<file path="config.mk">
export PLATFORM = sky130hd
export DESIGN_NAME = issue_unit
export DESIGN_NICKNAME = d
export VERILOG_FILES = /design/src/rtl/issue_unit_pkg.sv /design/src/rtl/issue_fifo.sv /design/src/rtl/issue_unit.sv
export SDC_FILE = /design/constraint.sdc
export NUM_CORES = 2
export LEC_CHECK = 0
export CAP_MARGIN = 10
export CORE_MARGIN = 8
export CORE_UTILIZATION = 45
export DETAILED_ROUTE_END_ITERATION = 10
export PLACE_DENSITY = 0.66
export SLEW_MARGIN = 5
export SYNTH_ARGS = -nofsm -noshare
export SYNTH_HDL_FRONTEND = slang
export SYNTH_HIERARCHICAL = 1
export SYNTH_SLANG_ARGS = --single-unit
</file>
<file path="constraint.sdc">
create_clock -name clk -period 31.7 [get_ports clk]
set_input_delay 7.925 -clock clk [delete_from_list [all_inputs] [get_ports clk]]
set_output_delay 7.925 -clock clk [all_outputs]
set_load 0.02 [all_outputs]
</file>
<file path="src/rtl/issue_unit_pkg.sv">
// Shared types and constants for the dispatch stage: instruction type codes,
// the queued instruction record and the resolved-operand pair.
package issue_unit_pkg;

    localparam int XLEN = 32;
    localparam int NREG = 32;
    localparam logic [XLEN-1:0] TAG_NONE = 32'hFFFF_FFFF;

    typedef enum logic [5:0] {
        T_LUI, T_AUIPC, T_JAL, T_JALR,
        T_BEQ, T_BNE, T_BLT, T_BGE, T_BLTU, T_BGEU,
        T_LB, T_LH, T_LW, T_LBU, T_LHU,
        T_SB, T_SH, T_SW,
        T_ADDI, T_SLTI, T_SLTIU, T_XORI, T_ORI, T_ANDI, T_SLLI, T_SRLI, T_SRAI,
        T_ADD, T_SUB, T_SLL, T_SLT, T_SLTU, T_XOR, T_SRL, T_SRA, T_OR, T_AND
    } instr_type_e;

    typedef struct packed {
        instr_type_e     itype;
        logic [XLEN-1:0] pc;
        logic [XLEN-1:0] imm;
        logic [4:0]      rd;
        logic [4:0]      rs1;
        logic [4:0]      rs2;
        logic            is_mem;
    } iq_entry_t;

    // v is meaningful only when q == TAG_NONE
    typedef struct packed {
        logic [XLEN-1:0] v;
        logic [XLEN-1:0] q;
    } opnd_t;

endpackage

</file>
<file path="src/rtl/issue_fifo.sv">
// In-order instruction queue: circular buffer with head/tail pointers and an
// occupancy count. 'en' low freezes everything; flush empties the queue.
module issue_fifo #(
    parameter int DEPTH = 16,
    parameter int W     = 8
) (
    input  logic                     clk,
    input  logic                     rst,
    input  logic                     en,
    input  logic                     flush,
    input  logic                     push,
    input  logic                     pop,
    input  logic [W-1:0]             din,
    output logic [W-1:0]             dout,
    output logic [$clog2(DEPTH):0]   count,
    output logic                     empty
);
    localparam int AW = $clog2(DEPTH);
    localparam logic [AW:0] FULL_CNT = DEPTH[AW:0];

    logic [AW-1:0] head_q, head_d;
    logic [AW-1:0] tail_q, tail_d;
    logic [AW:0]   count_q, count_d;
    logic [W-1:0]  mem_q [DEPTH];
    logic [W-1:0]  mem_d [DEPTH];
    logic          push_ok, pop_ok;

    assign push_ok = push && (count_q != FULL_CNT);
    assign pop_ok  = pop && (count_q != '0);
    assign dout    = mem_q[head_q];
    assign count   = count_q;
    assign empty   = (count_q == '0);

    always_comb begin
        head_d  = head_q;
        tail_d  = tail_q;
        count_d = count_q;
        mem_d   = mem_q;
        if (en) begin
            if (flush) begin
                head_d  = '0;
                tail_d  = '0;
                count_d = '0;
            end else begin
                if (push_ok) begin
                    mem_d[tail_q] = din;
                    tail_d        = tail_q + 1'b1;
                end
                if (pop_ok) begin
                    head_d = head_q + 1'b1;
                end
                case ({push_ok, pop_ok})
                    2'b10:   count_d = count_q + 1'b1;
                    2'b01:   count_d = count_q - 1'b1;
                    default: count_d = count_q;
                endcase
            end
        end
    end

    always_ff @(posedge clk) begin
        if (rst) begin
            head_q  <= '0;
            tail_q  <= '0;
            count_q <= '0;
        end else begin
            head_q  <= head_d;
            tail_q  <= tail_d;
            count_q <= count_d;
        end
    end

    // Payload storage is not reset; only the pointers decide what is valid.
    always_ff @(posedge clk) begin
        mem_q <= mem_d;
    end

endmodule

</file>
<file path="src/rtl/issue_unit.sv">
// Dispatch stage: queues decoded instructions, renames operands through the
// register status table and issues into RS/SLB with a ROB allocation.
// ISSUE_BYPASS_EN: enables same-cycle CDB forwarding; without it, issue stalls
// one cycle when the CDB broadcasts a tag the head is still waiting on.
module issue_unit
    import issue_unit_pkg::*;
#(
    parameter int QDEPTH = 16,
    parameter int RS_W   = 5,
    parameter int ROB_W  = 4
) (
    input  logic              clk,
    input  logic              rst,
    input  logic              rdy,
    input  logic              clear,
    input  logic              in_valid,
    output logic              in_ready,
    input  logic [5:0]        in_type,
    input  logic [XLEN-1:0]   in_pc,
    input  logic [XLEN-1:0]   in_imm,
    input  logic [4:0]        in_rd,
    input  logic [4:0]        in_rs1,
    input  logic [4:0]        in_rs2,
    input  logic              in_is_mem,
    output logic [4:0]        rf_addr1,
    output logic [4:0]        rf_addr2,
    input  logic [XLEN-1:0]   rf_data1,
    input  logic [XLEN-1:0]   rf_data2,
    input  logic              rob_full,
    input  logic [ROB_W-1:0]  rob_tail,
    output logic              rob_alloc,
    output logic [ROB_W-1:0]  rob_qtag1,
    output logic [ROB_W-1:0]  rob_qtag2,
    input  logic              rob_rdy1,
    input  logic              rob_rdy2,
    input  logic [XLEN-1:0]   rob_val1,
    input  logic [XLEN-1:0]   rob_val2,
    input  logic              commit_valid,
    input  logic [4:0]        commit_rd,
    input  logic [ROB_W-1:0]  commit_tag,
    input  logic              cdb_valid,
    input  logic [ROB_W-1:0]  cdb_tag,
    input  logic [XLEN-1:0]   cdb_value,
    input  logic [RS_W-1:0]   rs_free_pos,
    input  logic              slb_full,
    output logic              rs_we,
    output logic              slb_we,
    output logic [RS_W-1:0]   rs_pos,
    output logic [XLEN-1:0]   is_vj,
    output logic [XLEN-1:0]   is_vk,
    output logic [XLEN-1:0]   is_qj,
    output logic [XLEN-1:0]   is_qk,
    output logic [5:0]        is_type,
    output logic [XLEN-1:0]   is_pc,
    output logic [XLEN-1:0]   is_A,
    output logic [XLEN-1:0]   is_reorder
);
    localparam int CW = $clog2(QDEPTH) + 1;
    localparam logic [CW-1:0] QDEPTH_CNT = QDEPTH[CW-1:0];

    iq_entry_t          in_entry, head_raw, head;
    logic [CW-1:0]      q_count;
    logic               q_empty, head_vld;
    logic               push, issue, room, stall;
    logic               busy1, busy2;
    logic [ROB_W-1:0]   tag1, tag2;
    opnd_t              op1, op2;

    logic [NREG-1:0]    busy_q, busy_d;
    logic [ROB_W-1:0]   tag_q [NREG];
    logic [ROB_W-1:0]   tag_d [NREG];

    function automatic opnd_t resolve(
        input logic [4:0]       rs,
        input logic             busy,
        input logic [ROB_W-1:0] tag,
        input logic [XLEN-1:0]  rf,
        input logic             rrdy,
        input logic [XLEN-1:0]  rval,
        input logic             cv,
        input logic [ROB_W-1:0] ct,
        input logic [XLEN-1:0]  cval
    );
        opnd_t o;
        o.v = '0;
        o.q = TAG_NONE;
        if (rs == 5'd0) begin
            o.v = '0;
        end else if (!busy) begin
            o.v = rf;
        end else if (rrdy) begin
            o.v = rval;
`ifdef ISSUE_BYPASS_EN
        end else if (cv && (ct == tag)) begin
            o.v = cval;
`endif
        end else begin
            o.q = {{(XLEN-ROB_W){1'b0}}, tag};
        end
        return o;
    endfunction

    always_comb begin
        in_entry        = '0;
        in_entry.itype  = instr_type_e'(in_type);
        in_entry.pc     = in_pc;
        in_entry.imm    = in_imm;
        in_entry.rd     = in_rd;
        in_entry.rs1    = in_rs1;
        in_entry.rs2    = in_rs2;
        in_entry.is_mem = in_is_mem;
    end

    assign in_ready = (q_count < QDEPTH_CNT);
    assign push     = in_valid && in_ready && !clear;

    issue_fifo #(
        .DEPTH (QDEPTH),
        .W     ($bits(iq_entry_t))
    ) u_fifo (
        .clk   (clk),
        .rst   (rst),
        .en    (rdy),
        .flush (clear),
        .push  (push),
        .pop   (issue),
        .din   (in_entry),
        .dout  (head_raw),
        .count (q_count),
        .empty (q_empty)
    );

    // An empty queue presents an all-zero head so the payload idles at reset values.
    assign head_vld = !q_empty;
    assign head     = head_vld ? head_raw : '0;

    assign rf_addr1  = head.rs1;
    assign rf_addr2  = head.rs2;
    assign busy1     = busy_q[head.rs1];
    assign busy2     = busy_q[head.rs2];
    assign tag1      = tag_q[head.rs1];
    assign tag2      = tag_q[head.rs2];
    assign rob_qtag1 = tag1;
    assign rob_qtag2 = tag2;

    assign op1 = resolve(head.rs1, busy1, tag1, rf_data1, rob_rdy1, rob_val1,
                         cdb_valid, cdb_tag, cdb_value);
    assign op2 = resolve(head.rs2, busy2, tag2, rf_data2, rob_rdy2, rob_val2,
                         cdb_valid, cdb_tag, cdb_value);

`ifdef ISSUE_BYPASS_EN
    assign stall = 1'b0;
`else
    // Without forwarding the broadcast would be lost to an entry written this cycle.
    assign stall = cdb_valid &&
                   (((head.rs1 != 5'd0) && busy1 && !rob_rdy1 && (cdb_tag == tag1)) ||
                    ((head.rs2 != 5'd0) && busy2 && !rob_rdy2 && (cdb_tag == tag2)));
`endif

    assign room  = head.is_mem ? !slb_full : (rs_free_pos != '1);
    assign issue = rdy && !clear && head_vld && !rob_full && room && !stall;

    assign rob_alloc  = issue;
    assign rs_we      = issue && !head.is_mem;
    assign slb_we     = issue && head.is_mem;
    assign rs_pos     = rs_free_pos;
    assign is_vj      = op1.v;
    assign is_qj      = op1.q;
    assign is_vk      = op2.v;
    assign is_qk      = op2.q;
    assign is_type    = head.itype;
    assign is_pc      = head.pc;
    assign is_A       = head.imm;
    assign is_reorder = head_vld ? {{(XLEN-ROB_W){1'b0}}, rob_tail} : '0;

    // Commit is applied before issue so a new writer of the same rd wins.
    always_comb begin
        busy_d = busy_q;
        tag_d  = tag_q;
        if (rdy) begin
            if (clear) begin
                busy_d = '0;
            end else begin
                if (commit_valid && (tag_q[commit_rd] == commit_tag)) begin
                    busy_d[commit_rd] = 1'b0;
                end
                if (issue && (head.rd != 5'd0)) begin
                    busy_d[head.rd] = 1'b1;
                    tag_d[head.rd]  = rob_tail;
                end
            end
        end
    end

    always_ff @(posedge clk) begin
        if (rst) begin
            busy_q <= '0;
        end else begin
            busy_q <= busy_d;
        end
    end

    always_ff @(posedge clk) begin
        tag_q <= tag_d;
    end

endmodule

</file>
; After elaboration in Yosys (flattened, before gate mapping)
; Index checks and enable logic that the tools add are counted.
[totals]
rom_bits = 0
elab_cells = 188
regBits = 1549
input_bits = 279
output_inout_bits = 257
memories = 0
latchBits = 0
ramBits = 0
[op_classes]
add_sub_neg = 4
n_eq_ne = 7
n_reduce_logical = 48
n_mul = 0
bitwise = 10
n_lt_le_gt_ge = 15
div = 0
muxes = 52
shifts = 0
[op_table]
columns = operator, count
row1 = $bwmux W1376, 1
row2 = $mux W32, 17
row3 = $bmux W86 S4, 1
row4 = $demux W86 S4, 1
row5 = $mux W86, 4
row6 = $bwmux W128, 1
row7 = $bmux W4 S5, 3
row8 = $mux W4, 12
row9 = $and A32 B32 Y32, 1
row10 = $not A32 Y32, 1
row11 = $or A32 B32 Y32, 1
row12 = $ge A6 B6 Y1 const B, 4
row13 = $logic_and A1 B1 Y1, 24
row14 = $lt A5 B6 Y1 const B, 4
row15 = $not A5 Y6, 4
row16 = $demux W4 S5, 1
row17 = $reduce_bool A5 Y1, 4
row18 = $logic_not A5 Y1, 3
row19 = $eq A4 B4 Y1, 3
row20 = $bmux W1 S5, 2
row21 = $demux W1 S5, 2
row22 = $ge A5 B1 Y1 const B, 2
row23 = $ge A5 B5 Y1 const B, 2
row24 = $ne A5 B5 Y1 const B, 2
row25 = other kinds (19), 36

; Longest topological paths before layout
[depth]
word_depth = 19
mapped_depth = 30

; By module
; Netlist, hierarchy kept.
[modules_own_cells]
columns = mod, area_per_inst_um2, instances, cells_each
row1 = issue_fifo, 53373.7, 1, 2691
row2 = issue_unit, 12515.8, 1, 1308

; Worst setup path before layout
; Ideal clock, no wire load.
[synth_timing]
path_kind = input-to-output
start = input port rob_rdy1
end = output port rob_alloc
arrival_ns = 9.672
cell_stages = 5
setup_slack_ns = 14.103
cell_sequence = nand3b_1 nor4_2 buf_4 buf_6 nor2_1
[synth_between]
elab_chain_cells = 7
[synth_rtl]
columns = element, line
row1 = from (decl), issue_unit.sv:34  ; input logic rob_rdy1,
row2 = $logic_not A1 Y1, issue_unit.sv:156  ; (((head.rs1 != 5'd0) && busy1 && !rob_rdy1 && (cdb_tag == tag1)) ||
row3 = $logic_and A1 B1 Y1 (2 in a row), issue_unit.sv:156
row4 = $logic_or A1 B1 Y1, issue_unit.sv:156
row5 = $logic_and A1 B1 Y1, issue_unit.sv:155  ; assign stall = cdb_valid &&
row6 = $logic_not A1 Y1, issue_unit.sv:161  ; assign issue = rdy && !clear && head_vld && !rob_full && room && !stall;
row7 = $logic_and A1 B1 Y1, issue_unit.sv:161
row8 = to (decl), issue_unit.sv:31  ; output logic rob_alloc,
; No other way between the ends.

; Final worst setup path
[layout_timing]
start = input port clear
end = output port slb_we
[layout_between]
elab_chain_cells = 7
[layout_rtl]
columns = element, line
row1 = from (decl), issue_unit.sv:15  ; input logic clear,
row2 = $logic_not A1 Y1, issue_unit.sv:161
row3 = $logic_and A1 B1 Y1 (5 in a row), issue_unit.sv:161
row4 = $logic_and A1 B1 Y1, issue_unit.sv:165  ; assign slb_we = issue && head.is_mem;
row5 = to (decl), issue_unit.sv:47  ; output logic slb_we,
; No other way between the ends.

==> results.md <==
- Status: finished, final reports clean
- Synth unique cells: 87
- HP Class: register to register
- Top area cells in the synthesized netlist: edfxtp_1, mux4_2, mux2i_1
- Post-Syn Area: 0.0659 sq mm
- Crit. End Element: primary output
- Final Instance Area: 0.0773 sq mm
- Post-synth EDFFs: 1504
- Initial core utilization: 0.453
- Crit Path Class: input port to primary output
- Mean Syn Cell Area: 16.5 sq um
- Full die area: 0.159 sq mm
- Pre-CTS WS: 11.70 ns
- Post-cts sizing count: 0
- Complex-gate fraction of the synthesized area: 0.0759
- Ports: 536
- Worst vdd ir: 0.0551 mV
- Routed vias: 39200
- Grt ovf: 0
- Area leader, netlist: edfxtp_1
- 1st-iter DRT viols: 4026
- ANT nets after route: 0
- Seq/Total Area, Yosys: 0.699
- Initial antenna violation count: 29
- Worst reg2reg path depth: 25
- GP Congestion: 1.05
- Vias per inst: 6.06
- Number of global-route vias before repair: 38400
- Max Slew Vio Count: 0
- Mux contribution to synthesized area: 0.142
- Clock Path Buffers: 3
- Max Fclk: 50.4 MHz
- Reg2Reg Setup Slack: 21.85 ns
- WHS Path Cells: 2
- Final wirelength: 186000 um
- Hold path start: busy_q[22]
- Cts hold-fix bufs: 0
- Die height: 399 um
- Synth-to-layout area growth: 17.3%
- Pre-antenna DRT Iters: 6
- CP max FO: 58
- Crit start category: input port
- Unrepaired setup endpoints after global routing: no
- Post-Route Skew: 0.0539 ns
- Root Buffer: clkbuf_16
- Pwr Density: 54.2 mW/mm^2
- Yosys reg bits: 1549
- Max-slew headroom: 0.192
- CTS tree: yes
- Final setup margin: 11.86 ns
- Setup tns final: 0 ns
- # DRC: 0
- DP Wirelength: 110000 um
- # Post-CTS Setup Buffers: 0
- Core area: 0.146 sq mm
- GRT Overall Usage: 0.227
- CTS Buf Count: 159
- Final period util: 0.626
- Cell Area, Placed: 0.0722 sq mm
- XOR/XNOR share of the synthesized area: 0.00146
- Final worst path period need: 19.84 ns
- Final net count: 4689
- Setup violators final: 0
- Leakage: 23.6 nW
- Primary FF master, synth: edfxtp_1
- Top cell type's share of synthesized area: 0.685
- Global-route wire length before repair: 266000 um
- Pin count of the biggest net entering global routing: 130
- WP data required: 23.78 ns
- Final Hold Viols: 0
- Reg-to-Reg End: u_fifo/count[4]
- Worst-path clk slew: 0.06 ns
- Input/output buffers: 475
- Fin Hold WS: 0.480 ns
- H-tree levels: 4
- Hold path endpoint: busy_q[22]
- Routed WL per cell: 28.8 um
- Adder-Cell Fraction of Synth Area: 0.00133
- Critical Path AT: 11.92 ns
- Least-Margin Pin Slew: 1.20 ns
- Ys async rst share: 0
- Max-cap viol count: 0
- Total chip power: 4.19 mW
- Fin util: 0.531
- Gate Count Post-Synth: 3999
- Syn. warnings: 6
- Simple-Gate Fraction of Synth Area: 0.0493
- Inst Count DP: 6159
- Largest family of logic cells by synthesized area: multiplexers
- Reg-to-reg startpoint: u_fifo/head_q[0]
- Clock Sinks: 1549
- Worst skew pair latency: 0.80 ns
- Chip Width: 399 um
- Share of cells above drive strength 1: 0.158
- Cell row count: 140
- Final Non-Filler Cells: 6458
cell usage after synthesis (37+ instances only):
master and count:
nand3_1 49, buf_4 92, buf_2 77, dfxtp_1 45, nor2b_1 93, mux2_2 109, clkbuf_1 161, edfxtp_1 1504
a21oi_1 158, nor2_1 131, a221oi_1 90, nand2_1 185, o21ai_0 198, mux2i_1 309, a22oi_1 100, nand4_1 37
mux4_2 225, nor3_1 39
state kept, by name (all words and copies together) (netlist names):
register / flops
u_fifo/tail_q: 4
u_fifo/mem_q: 1376
u_fifo/head_q: 4
tag_q: 128
u_fifo/count: 5
busy_q: 32
cells by family (layout without fill, tap and decap cells):
group / count (synthesis) / count (layout)
DFF: 1549 / 1549
AOI/OAI and AO/OA: 744 / 744
and+or+nand+nor: 650 / 650
muxes: 643 / 643
buffers and inverters: 394 / 897
xor gates and xnor gates: 11 / 11
adders and majority gates: 7 / 7
other: 1 / 40
placed cells by master (no fill, tap or decap), types with 100 or more instances in the layout:
cell	n
a22oi_1	100
edfxtp_1	1504
a21oi_1	157
mux4_2	225
nand2_1	182
clkdlybuf4s50_1	474
mux2i_1	309
mux2_2	109
clkbuf_16	162
o21ai_0	198
nor2_1	117
worst max path at each step:
stage               slack (ns)      from  cells past startpoint        end
floorplan                14.10  rob_rdy1                      5  rob_alloc
global placement         11.88     clear                      9     slb_we
detailed placement       11.70     clear                      9     slb_we
CTS                      11.69     clear                      9     slb_we
global route             11.65     clear                      9     slb_we
finish                   11.86     clear                      9     slb_we
final cells by class:
| cell class | count | area, sq um |
|---|---|---|
| Clock buffer | 192 | 4170 |
| Clock inverter | 99 | 898 |
| Timing Repair Buffer | 571 | 5480 |
| Fill cell | 11500 | 68300 |
| Inverter | 35 | 131 |
| Antenna cell | 8 | 20.0 |
| Multi-Input combinational cell | 2087 | 18100 |
| Sequential cell | 1549 | 46100 |
| Tap cell | 1917 | 2400 |
metal layers:
| layer | up-vias | part of all wire | global-route usage |
|---|---|---|---|
| met3 | 425 | 0.094 | 0.0639 |
| li1 | 16800 | - | - |
| met2 | 1908 | 0.48 | 0.371 |
| met5 | - | 0.00082 | 0 |
| met1 | 20000 | 0.38 | 0.284 |
| met4 | 22 | 0.049 | 0.101 |
power breakdown:
| group | total, mW | internal, mW | switching, mW |
|---|---|---|---|
| clock | 1.81 | 1.03 | 0.787 |
| combinational | 0.127 | 0.0492 | 0.0774 |
| sequential | 2.25 | 2.25 | 0.000992 |
critical path, cell delays in order:
cell	delay, ns
clkdlybuf4s50_1	0.40
buf_4	0.19
nor2_1	0.18
nand2_1	0.29
a2111oi_0	0.83
o41ai_4	0.36
buf_4	0.42
nor3b_1	0.53
clkdlybuf4s50_1	0.71
Power figures use the tool's default switching activity.
